$ cat src/rtl/iic_slave.sv
// I2C target: oversampled SCL/SDA, START/STOP detection, fixed 7-bit address match,
// byte delivery on writes and byte transmission on reads. SDA is open-drain, no stretching.
module iic_slave #(
  parameter logic [6:0] ADDR = 7'h50
) (
  input  logic       clock,
  input  logic       reset,
  input  logic       scl,
  input  logic       sda_in,
  output logic       sda_oe,
  output logic       busy,
  output logic       addressed,
  output logic       rw,
  output logic [7:0] rx_data,
  output logic       rx_valid,
  input  logic [7:0] tx_data,
  output logic       tx_req
);

  typedef enum logic [2:0] {
    StIdle,
    StAddr,
    StAddrAck,
    StRx,
    StRxAck,
    StTx,
    StTxAck,
    StWaitStop
  } state_e;

  // Two-flop synchronizers plus one history flop per line.
  logic scl_s1, scl_s2, scl_h;
  logic sda_s1, sda_s2, sda_h;

  always_ff @(posedge clock) begin
    if (reset) begin
      scl_s1 <= 1'b1;
      scl_s2 <= 1'b1;
      scl_h  <= 1'b1;
      sda_s1 <= 1'b1;
      sda_s2 <= 1'b1;
      sda_h  <= 1'b1;
    end else begin
      scl_s1 <= scl;
      scl_s2 <= scl_s1;
      scl_h  <= scl_s2;
      sda_s1 <= sda_in;
      sda_s2 <= sda_s1;
      sda_h  <= sda_s2;
    end
  end

  logic scl_rise, scl_fall, start_det, stop_det;

  always_comb begin
    scl_rise  = scl_s2 & ~scl_h;
    scl_fall  = ~scl_s2 & scl_h;
    start_det = scl_s2 & scl_h & sda_h & ~sda_s2;
    stop_det  = scl_s2 & scl_h & ~sda_h & sda_s2;
  end

  state_e      state_q, state_d;
  logic [2:0]  cnt_q, cnt_d;
  logic [6:0]  shreg_q, shreg_d;
  // ACK states: 0 = waiting first fall, 1 = inside slot (TxAck: master ACK seen).
  logic        phase_q, phase_d;
  logic        sda_oe_q, sda_oe_d;
  logic        busy_q, busy_d;
  logic        addressed_q, addressed_d;
  logic        rw_q, rw_d;
  logic [7:0]  rx_data_q, rx_data_d;
  logic        rx_valid_q, rx_valid_d;
  logic        tx_req_q, tx_req_d;
  logic [7:0]  byte_in;

  always_ff @(posedge clock) begin
    if (reset) begin
      state_q     <= StIdle;
      cnt_q       <= '0;
      shreg_q     <= '0;
      phase_q     <= 1'b0;
      sda_oe_q    <= 1'b0;
      busy_q      <= 1'b0;
      addressed_q <= 1'b0;
      rw_q        <= 1'b0;
      rx_data_q   <= '0;
      rx_valid_q  <= 1'b0;
      tx_req_q    <= 1'b0;
    end else begin
      state_q     <= state_d;
      cnt_q       <= cnt_d;
      shreg_q     <= shreg_d;
      phase_q     <= phase_d;
      sda_oe_q    <= sda_oe_d;
      busy_q      <= busy_d;
      addressed_q <= addressed_d;
      rw_q        <= rw_d;
      rx_data_q   <= rx_data_d;
      rx_valid_q  <= rx_valid_d;
      tx_req_q    <= tx_req_d;
    end
  end

  always_comb begin
    state_d     = state_q;
    cnt_d       = cnt_q;
    shreg_d     = shreg_q;
    phase_d     = phase_q;
    sda_oe_d    = sda_oe_q;
    busy_d      = busy_q;
    addressed_d = addressed_q;
    rw_d        = rw_q;
    rx_data_d   = rx_data_q;
    rx_valid_d  = 1'b0;
    tx_req_d    = 1'b0;
    byte_in     = {shreg_q, sda_s2};

    // Bus conditions take priority over any SCL edge in the same cycle.
    if (start_det) begin
      state_d     = StAddr;
      cnt_d       = '0;
      phase_d     = 1'b0;
      busy_d      = 1'b1;
      addressed_d = 1'b0;
      sda_oe_d    = 1'b0;
    end else if (stop_det) begin
      state_d     = StIdle;
      busy_d      = 1'b0;
      addressed_d = 1'b0;
      sda_oe_d    = 1'b0;
    end else begin
      unique case (state_q)
        StIdle: ;
        StAddr: begin
          if (scl_rise) begin
            shreg_d = byte_in[6:0];
            cnt_d   = cnt_q + 3'd1;
            if (cnt_q == 3'd7) begin
              // Address 0 (general call) is never matched.
              if (byte_in[7:1] == ADDR && byte_in[7:1] != 7'd0) begin
                rw_d    = byte_in[0];
                phase_d = 1'b0;
                state_d = StAddrAck;
              end else begin
                state_d = StWaitStop;
              end
            end
          end
        end
        StAddrAck: begin
          if (scl_fall) begin
            if (!phase_q) begin
              sda_oe_d = 1'b1;
              phase_d  = 1'b1;
              tx_req_d = rw_q;
            end else begin
              addressed_d = 1'b1;
              cnt_d       = '0;
              phase_d     = 1'b0;
              if (rw_q) begin
                shreg_d  = tx_data[6:0];
                sda_oe_d = ~tx_data[7];
                state_d  = StTx;
              end else begin
                sda_oe_d = 1'b0;
                state_d  = StRx;
              end
            end
          end
        end
        StRx: begin
          if (scl_rise) begin
            shreg_d = byte_in[6:0];
            cnt_d   = cnt_q + 3'd1;
            if (cnt_q == 3'd7) begin
              rx_data_d  = byte_in;
              rx_valid_d = 1'b1;
              phase_d    = 1'b0;
              state_d    = StRxAck;
            end
          end
        end
        StRxAck: begin
          if (scl_fall) begin
            if (!phase_q) begin
              sda_oe_d = 1'b1;
              phase_d  = 1'b1;
            end else begin
              sda_oe_d = 1'b0;
              phase_d  = 1'b0;
              cnt_d    = '0;
              state_d  = StRx;
            end
          end
        end
        StTx: begin
          if (scl_rise) begin
            cnt_d = cnt_q + 3'd1;
          end else if (scl_fall) begin
            // cnt wraps to 0 once all eight bits have been clocked out.
            if (cnt_q == 3'd0) begin
              sda_oe_d = 1'b0;
              tx_req_d = 1'b1;
              phase_d  = 1'b0;
              state_d  = StTxAck;
            end else begin
              sda_oe_d = ~shreg_q[6];
              shreg_d  = {shreg_q[5:0], 1'b0};
            end
          end
        end
        StTxAck: begin
          if (scl_rise) begin
            if (sda_s2) begin
              state_d = StWaitStop;
            end else begin
              phase_d = 1'b1;
            end
          end else if (scl_fall && phase_q) begin
            shreg_d  = tx_data[6:0];
            sda_oe_d = ~tx_data[7];
            cnt_d    = '0;
            phase_d  = 1'b0;
            state_d  = StTx;
          end
        end
        StWaitStop: ;
        default: state_d = StIdle;
      endcase
    end
  end

  assign sda_oe    = sda_oe_q;
  assign busy      = busy_q;
  assign addressed = addressed_q;
  assign rw        = rw_q;
  assign rx_data   = rx_data_q;
  assign rx_valid  = rx_valid_q;
  assign tx_req    = tx_req_q;

endmodule

$ cat config.mk
export PLATFORM = sky130hd
export DESIGN_NAME = iic_slave
export DESIGN_NICKNAME = d
export VERILOG_FILES = /design/src/rtl/iic_slave.sv
export SDC_FILE = /design/constraint.sdc
export NUM_CORES = 1
export LEC_CHECK = 0
export ABC_AREA = 0
export BUFFER_PORTS_ARGS = -buffer_cell sky130_fd_sc_hd__buf_2
export CAP_MARGIN = 10
export CORE_MARGIN = 8
export CORE_UTILIZATION = 48
export CTS_CLUSTER_SIZE = 40
export DETAILED_ROUTE_END_ITERATION = 16
export HOLD_SLACK_MARGIN = 0.05
export MAX_ROUTING_LAYER = met4
export PLACE_DENSITY = 0.82
export SYNTH_ARGS = -nofsm -noshare
export SYNTH_HDL_FRONTEND = slang
export SYNTH_SLANG_ARGS = --single-unit
$ cat constraint.sdc
create_clock -name clock -period 2 [get_ports clock]
set_input_delay 0.2 -clock clock [delete_from_list [all_inputs] [get_ports clock]]
set_output_delay 0.2 -clock clock [all_outputs]
set_load 0.03 [all_outputs]
**Word-level counts from Yosys, hierarchy flattened**

Index checks and enable logic that the tools add are counted.
W data, S select, Z words.

- Output and inout port bits: 14
- Word-level logic and storage cells: 173
- Register bits: 34
- Input port bits: 12

- Eq/ne operators: 44
- $add $sub $neg: 1
- Mux-type cells: 67
- Bitwise logic cells: 17
- Reductions and logical operators: 26

Operator list:

| cell | number |
|---|---|
| $mux W3 | 21 |
| $mux W7 | 9 |
| $ne A4 B4 Y1 const B | 11 |
| $ne A2 B2 Y1 const B | 16 |
| $mux W1 | 31 |
| $pmux W7 S4 | 1 |
| $reduce_and A14 Y1 | 2 |
| $pmux W3 S6 | 1 |
| $reduce_and A7 Y1 | 2 |
| $reduce_and A13 Y1 | 1 |
| $eq A3 B3 Y1 const B | 4 |
| $reduce_and A12 Y1 | 1 |
| $ne A5 B5 Y1 const B | 2 |
| $not A1 Y1 | 10 |
| $ne A3 B3 Y1 const B | 3 |
| $pmux W3 S3 | 1 |
| $ne A2 B1 Y1 const B | 4 |
| $reduce_bool A4 Y1 | 2 |
| $reduce_bool A8 Y1 | 1 |
| $and A1 B1 Y1 | 7 |
| $eq A7 B7 Y1 const B | 1 |
| $reduce_bool A7 Y1 | 1 |
| $eq A3 B2 Y1 const B | 2 |
| $reduce_and A6 Y1 | 1 |
| other kinds (16) | 20 |

**Logic depth before layout (Yosys ltp)**

Gate-level depths: netlist of run 1.

- Depth in word-level cells: 8
- Gate-level depth with buffers: 8
- Depth with buffers taken out: 7

**Worst setup path after synthesis of run 1**

OpenSTA, ideal clock, no wires.

- Kind: reg2reg
- Start: reg shreg_q[0]
- End: reg phase_q
- Buffers on the path: 0
- Cell stages (with the launch flop): 6
- Arrival: 1.782 ns
- Library setup time: 0.070 ns
- Setup slack: 0.148 ns
- Clock period less this slack: 1.852 ns
- Data required time: 1.930 ns
- Path through: dfxtp_1 or4_4 nor3_4 o221ai_2 or4_1 a21boi_1

- Longest elaborated chain between the ends: 4
- Elaborated cells on any way between the ends: 5
- Classes of those cells: 2 x eq/ne; 3 x reduce/logical

RTL lines:

| item | RTL line | source |
|---|---|---|
| from (decl) | 64 | `logic [6:0] shreg_q, shreg_d;` |
| from (signal assigned) | 92 | `shreg_q <= shreg_d;` |
| $eq A7 B7 Y1 or $reduce_bool A7 Y1 (tied branches) | 140 | `if (byte_in[7:1] == ADDR && byte_in[7:1] != 7'd0) begin` |
| $logic_and A1 B1 Y1 (*) | 140 |  |
| $ne A2 B2 Y1 (no source line) (*) | -- |  |
| $reduce_and A13 Y1 (no source line) (*) | -- |  |
| to (signal assigned) | 93 | `phase_q <= phase_d;` |
| to (decl) | 66 | `logic phase_q, phase_d;` |

Mark *: on every way between the ends. The rest lies on a longest branch, timed or not.
A chain may end at the register's enable or synchronous reset.

**Final worst setup path of run 1**

Ends and elaborated chain as after synthesis.

==> results of run 1 <==
-- metal layers --
layer | up-vias | global-route usage (%) | wire length, um
li1 | 858 | - | -
met1 | 825 | 20.32 | 2206
met2 | 63 | 25.64 | 2306
met3 | 13 | 4.063 | 255
met4 | 0 | 8.148 | 108
met5 | - | - | 0
-- area by class of cell --
cell class                      instances  area, um^2  share of cell area, %
Tap cell                               50       62.56                  2.795
Clock buffer                            7       76.32                  3.410
Timing Repair Buffer                   44       267.8                  11.96
Inverter                                8       30.03                  1.342
Clock inverter                          1       30.03                  1.342
Sequential cell                        34       685.7                  30.63
Multi-Input combinational cell        157        1086                  48.52
-- power breakdown --
part           switching [mW]  internal (mW)  leakage, nW
clock                   0.244          0.373       0.0524
combinational           0.100         0.0841        0.621
sequential             0.0264          0.699        0.277
total                   0.371           1.16        0.950
-- final timing paths --
kind,to,slack [ps],cells past startpoint
min,scl_s1$_SDFF_PP1_,100,2
max reg2reg,phase_q$_SDFFE_PP0P_,130,5
max,phase_q$_SDFFE_PP0P_,130,5
min reg2reg,scl_s2$_SDFF_PP1_,410,1
-- cells in the final DEF (no fill, tap or decap), types with 5 or more instances in the layout --
cell      instances
mux2i_1          19
dfxtp_1          30
inv_1             6
nand2_1          14
or2_2             5
a311oi_1          7
buf_4            19
nand3_1           7
nor2_1           19
clkbuf_8          5
o21ai_0           8
a21oi_1          15
buf_2            25
-- sequential cells by signal, summed over array words and instances, names as in the netlist --
| name | flops |
|---|---|
| busy | 1 |
| scl_s1 | 1 |
| rx_valid | 1 |
| sda_s1 | 1 |
| tx_req | 1 |
| scl_h | 1 |
| rw | 1 |
| shreg_q | 7 |
| cnt_q | 3 |
| scl_s2 | 1 |
| phase_q | 1 |
| sda_oe | 1 |
| sda_h | 1 |
| sda_s2 | 1 |
| addressed | 1 |
| state_q | 3 |
| rx_data | 8 |
-- cell families (layout without fill, tap and decap cells) --
kind of cell    after synthesis  count (layout)  synth area share [%]
mux                          19              19                 9.987
flops                        34              34                 35.74
compound gates               59              59                 21.49
buf+inv                      26              60                 7.752
simple gates                 74              74                 22.14
fa+ha+maj                     3               3                 1.971
xor+xnor                      2               2                0.9200
-- what timing repair did --
| item | in CTS | in global routing |
|---|---|---|
| gates resized for setup | 0 | 7 |
| setup endpoints to repair | 0 | 13 |
| hold endpoints to repair | 0 | 0 |
-- metrics by stage --
stage | area (um^2) | power, mW | std cells | utilization [%]
after floorplan | 1904 | 0.8717 | 217 | -
after global placement | 2117 | 0.9120 | 293 | 54.09
after detailed placement | 2117 | 0.9160 | 293 | 54.09
after CTS | 2223 | 1.533 | 301 | 56.81
after global routing | 2238 | 1.591 | 301 | 57.19
final | 2238 | 1.526 | 301 | 57.19
==> results.md, run 1 <==
- Post-synth EDFFs: 0
- I/O pin count: 26
- Critical path required time: 2220 ps
- Clk buf depth: 2
- Crit-path max FO: 4
- DR vias/cell: 5.844
- DRC Markers: 0
- Hold slack: 95.80 ps
- Most frequent cell after synthesis: dfxtp_1
- Setup Viol. Count Final: 0
- Tightest Pin Transition: 495.1 ps
- Final hold vios: 0
- CP arrival: 2100 ps
- TNS Setup: 0 ps
- Syn Nets: 232
- Largest net degree at the start of global routing: 26
- Clock transition at the registers of the reported paths: 70 ps
- Startpoint Class: register
- Yosys top cell by area: dfxtp_1
- Root Driver: clkbuf_8
- Port-buffer cells: 25
- CTS Buf Count: 5
- Peak supply drop: 0.4168 mV
- 1st-iter DRT viols: 136
- Overflow after GRT: 0
- Top cells by count, synth: 34 x dfxtp_1, 19 x mux2i_1, 19 x nor2_1
- Vias: 1759
- Area of the core: 3914 um^2
- Rel. slew slack: 66.99%
- Most frequently used flop master after synthesis: dfxtp_1
- Area contributors post-synth: dfxtp_1 36%, mux2i_1 10%, a21oi_1 3.9%
- Max stage delay on crit path: 550 ps
- Critical path capture point type: register
- Worst-skew pair later-pin latency: 290 ps
- Die X: 78.99 um
- Global placement routability congestion: 0.9517
- Worst Slack Setup Final: 125.3 ps
- Final period util: 93.74%
- # hold bufs at CTS: 0
- N_diodes: 0
- Ratio of cells with drive above 1 in the final layout: 27.49%
- PD cells: 681.8 nW/um^2
- CP Launch Point: shreg_q[0]$_SDFFE_PP0P_
- Drt total wl: 4.877 mm
- Min cycle time layout: 1875 ps
- H-tree levels: 2
- Syn Area/Cell: 8.776 um^2
- Synthesized instance count: 217
- Setup bufs post-CTS: 0
- F_max: 0.5334 GHz
- Sequential element share of the synthesized area: 35.74%
- Pre-CTS WS: 85.99 ps
- Critical path class: register to register
- ANT nets after route: 0
- RSZ-0062 raised after global routing: no
- Max stage delay cell, worst path: or4_4
- FP Rows: 23
- RR Startpoint: shreg_q[0]$_SDFFE_PP0P_
- Initial antenna violation count: 0
- Vias in the first global route: 1728
- Die area: 6239 um^2
- Top Family by Delay on Critical Path: simple AND/OR/NAND/NOR gates
- Dpl hpwl: 3.501 mm
- Yosys cell types: 61
- CP Cell Sequence: or4_4, nor3_4, o221ai_2, or4_1, a21boi_1
- Initial Util: 48.66%
- Hold Startpoint: scl
- Gr usage total: 16.81%
- Synth top area share: 35.74%
- Drt first pass iters: 5
- Async SR Flop Fraction: 0%
- Clock Skew: 5.826 ps
- MaxCap Viol Count: 0
- Syn. warnings: 0
- Area grow syn2layout: 17.54%
- Worst path buffer plus inverter count: 0
- Synth Register Bits: 34
- Synth Cell Area: 1904 um^2
- Final net count: 265
- CTS tree: yes
- Min-delay worst type: input port to register
- Status: finished clean
- Leakage power: 0.9503 nW
- Sink Count: 34
- Post-DR wirelength/cell: 16.20 um
- Fill cell count: 363
- First-pass GRT wire length: 8.224 mm
- Die Ht: 78.99 um
- Max-slew violation count: 0
Power figures use the tool's default switching activity.
==> run 2, diff against run 1 <==
--- a/config.mk
+++ b/config.mk
@@ -15,6 +15,7 @@
 export HOLD_SLACK_MARGIN = 0.05
 export MAX_ROUTING_LAYER = met4
 export PLACE_DENSITY = 0.82
+export RECOVER_POWER = 25
 export SYNTH_ARGS = -nofsm -noshare
 export SYNTH_HDL_FRONTEND = slang
 export SYNTH_SLANG_ARGS = --single-unit
==> results.md, run 2 (synthesis gave the netlist of run 1 again) <==
- Clock Skew: 4.868 ps (-0.9577 ps)
- Sink Count: 34 (unchanged)
- FF-to-FF path depth: 5 (unchanged)
- Clock power share: 40.4% (about the same)
- Drt first pass iters: 4 (-1)
- Pre-CTS WS: 85.99 ps (unchanged)
- MaxCap Viol Count: 0 (unchanged)
- CTS Buf Count: 5 (unchanged)
- Final net count: 265 (unchanged)
- Die area: 6239 um^2 (unchanged)
- Global route hottest layer: met2
- Rel. slew slack: 33.15% (-34 points)
- Fill cell count: 368 (+1.4%)
- Worst-skew pair later-pin latency: 290 ps (about the same)
- Drt total wl: 4.836 mm (-0.84%)
- Final hold vios: 0 (unchanged)
- Vias: 1753 (-0.34%)
- Worst hold stages: 2 (unchanged)
- Worst Slack Setup Final: 124.9 ps (-0.3490 ps)
- Hold Startpoint: sda_in
- Clock transition at the registers of the reported paths: 70 ps (about the same)
- Overflow after GRT: 0 (unchanged)
- Leakage power: 0.9211 nW (-3.1%)
- Max stage delay on crit path: 550 ps (about the same)
- Grt met2 use: 25.64% (unchanged)
- Initial Util: 48.66% (unchanged)
- PD cells: 683.2 nW/um^2 (+0.21%)
- R2r setup slk: 120 ps (about the same)
- Root Driver: clkbuf_8
- Max stage delay cell, worst path: or4_4
- Worst path buffer plus inverter count: 0 (unchanged)
- Cell Int Power: 1.155 mW (about the same)
- Die X: 78.99 um (unchanged)
- Grt met1 use: 20.32% (unchanged)
- Clk buf depth: 2 (unchanged)
- Port-buffer cells: 25 (unchanged)
- Hold Crit Endpoint: sda_s1$_SDFF_PP1_
- Dpl hpwl: 3.501 mm (unchanged)
- First-pass GRT wire length: 8.224 mm (unchanged)
- Critical path class: register to register
- Gr usage total: 16.81% (unchanged)
- CTS tree: yes
- Ratio of cells with drive above 1 in the final layout: 24.70% (-2.8 points)
- Sw Ratio: 24.16% (-0.12 points)
- Top Family by Delay on Critical Path: simple AND/OR/NAND/NOR gates
- Setup Viol. Count Final: 0 (unchanged)
- Number of flip-flops in the largest register: 8 (unchanged)
- CP Cell Sequence: or4_4, nor3_4, o221ai_2, or4_1, a21boi_1
- Min-delay worst type: input port to register
- F_max: 0.5333 GHz (about the same)
- Status: finished clean
- DRC Markers: 0 (unchanged)
- Startpoint Class: register
- Logic pwr share: 12.0% (about the same)
- 1st-iter DRT viols: 137 (+0.74%)
- Vias in the first global route: 1728 (unchanged)
- FP Rows: 23 (unchanged)
- Met3 Track Usage GR: 4.063% (unchanged)
- CP Launch Point: shreg_q[0]$_SDFFE_PP0P_
- R2R Path End: phase_q$_SDFFE_PP0P_
- Most frequent cells in the layout: 30 x dfxtp_1, 19 x mux2i_1, 19 x nor2_1, 19 x buf_4, 18 x buf_2
- Sequential share of power: 47.6% (about the same)
- RR Startpoint: shreg_q[0]$_SDFFE_PP0P_
- RSZ-0062 raised after global routing: no
- CP arrival: 2100 ps (about the same)
- Critical path capture point type: register
- N_diodes: 0 (unchanged)
- Most common cell after layout, fill and taps aside: dfxtp_1
- Crit-path max FO: 4 (unchanged)
- DR vias/cell: 5.824 (-0.34%)
- H-tree levels: 2 (unchanged)
- Global placement routability congestion: 0.9517 (unchanged)
- Peak supply drop: 0.4165 mV (about the same)
- Critical path required time: 2220 ps (about the same)
- Final period util: 93.75% (about the same)
- Die Ht: 78.99 um (unchanged)
- TNS Setup: 0 ps (unchanged)
- Area grow syn2layout: 17.08%
- Min cycle time layout: 1875 ps (+0.3490 ps)
- Psw: 367.9 uW (-0.70%)
- Area of the core: 3914 um^2 (unchanged)
- Post-DR wirelength/cell: 16.07 um (-0.84%)
- Tightest Pin Transition: 1003 ps (+507.6 ps)
- Max-slew violation count: 0 (unchanged)
- Initial antenna violation count: 0 (unchanged)
- I/O pin count: 26 (unchanged)
- ANT nets after route: 0 (unchanged)
- Largest net degree at the start of global routing: 26 (unchanged)
==> run 2: worst max-delay path by stage <==
stage | to | slack [ps] | cells after the start
CTS | shreg_q[1]$_SDFFE_PP0P_ | 40 | 6
detailed placement | cnt_q[1]$_SDFFE_PP0P_ | 90 | 7
global route | phase_q$_SDFFE_PP0P_ | 10 | 5
finish | phase_q$_SDFFE_PP0P_ | 120 | 5
global placement | shreg_q[0]$_SDFFE_PP0P_ | 110 | 6
floorplan | phase_q$_SDFFE_PP0P_ | 150 | 5
==> run 2: timing repair <==
action	in CTS	in global routing
resized for setup	0	7
hold buffers	0	0
buffers inserted	0	0
endpoints found under the setup margin	0	13
hold endpoints to repair	0	0
==> run 2: final cells by class <==
type | count | area, um^2 | share of cell area [%]
multi-input combinational | 157 | 1086 | 48.71
sequential | 34 | 685.7 | 30.75
clock buffer | 7 | 76.32 | 3.423
tap | 50 | 62.56 | 2.806
inverter | 8 | 30.03 | 1.347
timing repair buffer | 44 | 259.0 | 11.62
clock inverter | 1 | 30.03 | 1.347
==> run 2: worst reg2reg max path, stage by stage (launching register included) <==
cell and delay [ps]:
dfxtp_1 330, or4_4 550, nor3_4 150, o221ai_2 130
or4_1 490, a21boi_1 160
==> run 2: per-stage QoR <==
step           util [%]  cells  total power [mW]  cell area (um^2)  hold WS (ps)
2_1_floorplan         -    217            0.8717              1904         303.8
4_1_cts           56.81    301             1.533              2223         88.00
5_1_grt           56.97    301             1.590              2230         91.29
3_5_place_dp      54.09    293            0.9160              2117         387.5
3_3_place_gp      54.09    293            0.9120              2117         382.3
6_report          56.97    301             1.523              2230         94.63
==> run 2: routing by layer <==
| layer | vias up | routed length, um | share of wire, % |
|---|---|---|---|
| met5 | - | 0 | 0 |
| met3 | 11 | 273 | 5.6 |
| met1 | 817 | 2189 | 45 |
| met4 | 0 | 95 | 2.0 |
| li1 | 862 | - | - |
| met2 | 63 | 2278 | 47 |
==> run 2: power by group through the flow <==
stage	Clock, mW	Sequential, mW	Combinational (mW)
5_1_grt	0.661	0.728	0.202
6_report	0.615	0.725	0.183
3_5_place_dp	0	0.739	0.177
3_3_place_gp	0	0.737	0.175
2_1_floorplan	0	0.729	0.143
4_1_cts	0.630	0.723	0.179
==> run 3, diff against run 2 <==
--- a/config.mk
+++ b/config.mk
@@ -15,7 +15,7 @@
 export HOLD_SLACK_MARGIN = 0.05
 export MAX_ROUTING_LAYER = met4
 export PLACE_DENSITY = 0.82
-export RECOVER_POWER = 25
+export SETUP_SLACK_MARGIN = 0.02
 export SYNTH_ARGS = -nofsm -noshare
 export SYNTH_HDL_FRONTEND = slang
 export SYNTH_SLANG_ARGS = --single-unit
==> results.md, run 3 (synthesis gave the netlist of run 1 again) <==
- Clk buf depth: 2 (unchanged)
- Overflow after GRT: 0 (unchanged)
- DRC Markers: 0 (unchanged)
- Die X: 78.99 um (unchanged)
- CTS tree: yes
- CP arrival: 2110 ps (about the same)
- Tightest Pin Transition: 502.1 ps (-500.7 ps)
- Peak supply drop: 0.4174 mV (+0.22%)
- Die Ht: 78.99 um (unchanged)
- Leakage power: 0.9534 nW (+3.5%)
- Final period util: 94.22% (+0.47 points)
- TNS Setup: 0 ps (unchanged)
- Setup Viol. Count Final: 0 (unchanged)
- Number of flip-flops in the largest register: 8 (unchanged)
- Initial Util: 48.66% (unchanged)
- Vias: 1766 (+0.74%)
- PD cells: 679.6 nW/um^2 (-0.52%)
- Largest net degree at the start of global routing: 26 (unchanged)
- Most frequent cells in the layout: 30 x dfxtp_1, 25 x buf_2, 19 x mux2i_1, 19 x nor2_1, 19 x buf_4
- Vias in the first global route: 1728 (unchanged)
- Ratio of cells with drive above 1 in the final layout: 27.89% (+3.2 points)
- Status: finished clean
- ANT nets after route: 0 (unchanged)
- Startpoint Class: register
- CTS Buf Count: 5 (unchanged)
- Critical path class: register to register
- Dpl hpwl: 3.501 mm (unchanged)
- Final hold vios: 0 (unchanged)
- Final net count: 265 (unchanged)
- F_max: 0.5307 GHz (-0.50%)
- Critical path capture point type: register
- Gr usage total: 16.81% (unchanged)
- Area after DPL: 2117 um^2 (unchanged)
- Min cycle time layout: 1884 ps (+9.348 ps)
- DR vias/cell: 5.867 (+0.74%)
- Min-delay worst type: input port to register
- Die area: 6239 um^2 (unchanged)
- Rel. slew slack: 66.53% (+33 points)
- Total power: 1.526 mW (+0.15%)
- Max-slew violation count: 0 (unchanged)
- Hold slack: 96.40 ps (+1.770 ps)
- Clock Skew: 4.065 ps (-0.8031 ps)
- Port-buffer cells: 25 (unchanged)
- N_diodes: 0 (unchanged)
- Sink Count: 34 (unchanged)
- Post-DR wirelength/cell: 16.18 um (+0.72%)
- 1st-iter DRT viols: 128 (-6.6%)
- FP Rows: 23 (unchanged)
- Worst-skew pair later-pin latency: 290 ps (about the same)
- Initial antenna violation count: 0 (unchanged)
- Crit-path max FO: 4 (unchanged)
- MaxCap Viol Count: 0 (unchanged)
- Design Area, Final: 2245 um^2 (+0.67%)
- I/O pin count: 26 (unchanged)
- Most common cell after layout, fill and taps aside: dfxtp_1
- Area grow syn2layout: 17.87%
- First-pass GRT wire length: 8.224 mm (unchanged)
- Drt total wl: 4.871 mm (+0.72%)
- H-tree levels: 2 (unchanged)
- Area of the core: 3914 um^2 (unchanged)
- Drt first pass iters: 4 (unchanged)
- Root Driver: clkbuf_8
- RSZ-0062 raised after global routing: no
- Fill cell count: 361 (-1.9%)
- Global placement routability congestion: 0.9517 (unchanged)
- Critical path required time: 2220 ps (about the same)
- Clock transition at the registers of the reported paths: 70 ps (about the same)
-- run 3: layer usage --
| metal | global-route usage, % | part of all wire, % | vias up |
|---|---|---|---|
| met5 | - | 0 | - |
| met4 | 8.148 | 2.0 | 0 |
| met3 | 4.063 | 5.7 | 11 |
| met2 | 25.64 | 47 | 70 |
| met1 | 20.32 | 45 | 824 |
| li1 | - | - | 861 |
-- run 3: what timing repair did --
action                     4_1_cts  5_1_grt
hold buffers                     0        0
setup buffers                    0        0
setup endpoints to repair        0       13
resized for setup                0        8
-- run 3: final timing paths --
path                                               from                   end  slack [ps]  cells past startpoint
worst max-delay path            shreg_q[0]$_SDFFE_PP0P_  phase_q$_SDFFE_PP0P_         120                      5
worst min-delay path                                scl     scl_s1$_SDFF_PP1_         100                      2
worst max register to register  shreg_q[0]$_SDFFE_PP0P_  phase_q$_SDFFE_PP0P_         120                      5
worst min register to register        scl_s1$_SDFF_PP1_     scl_s2$_SDFF_PP1_         410                      1
-- run 3: power by group --
| group | internal (mW) | switching, mW |
|---|---|---|
| clock network | 0.373 | 0.243 |
| registers | 0.699 | 0.0271 |
| logic | 0.0844 | 0.0994 |
| total | 1.16 | 0.370 |
-- run 3: cell type report --
| cell class | count | area [um^2] | share of cell area (%) |
|---|---|---|---|
| tap | 50 | 62.56 | 2.787 |
| multi-input combinational | 157 | 1092 | 48.66 |
| sequential | 34 | 685.7 | 30.55 |
| clock inverter | 1 | 30.03 | 1.338 |
| clock buffer | 7 | 76.32 | 3.400 |
| inverter | 8 | 30.03 | 1.338 |
| timing repair buffer | 44 | 267.8 | 11.93 |
-- run 3: critical path: stages (launching register included) --
cell and delay, ps:
dfxtp_1 340, or4_4 550, nor3_4 150, o221ai_2 130, or4_1 490, a21boi_1 160
-- run 3: through the flow --
step | instances | setup slack, ps | utilization [%]
floorplan | 217 | 148.3 | -
global placement | 293 | 110.3 | 54.09
detailed placement | 293 | 85.99 | 54.09
CTS | 301 | 37.48 | 56.81
global route | 301 | 26.36 | 57.35
finish | 301 | 115.6 | 57.35
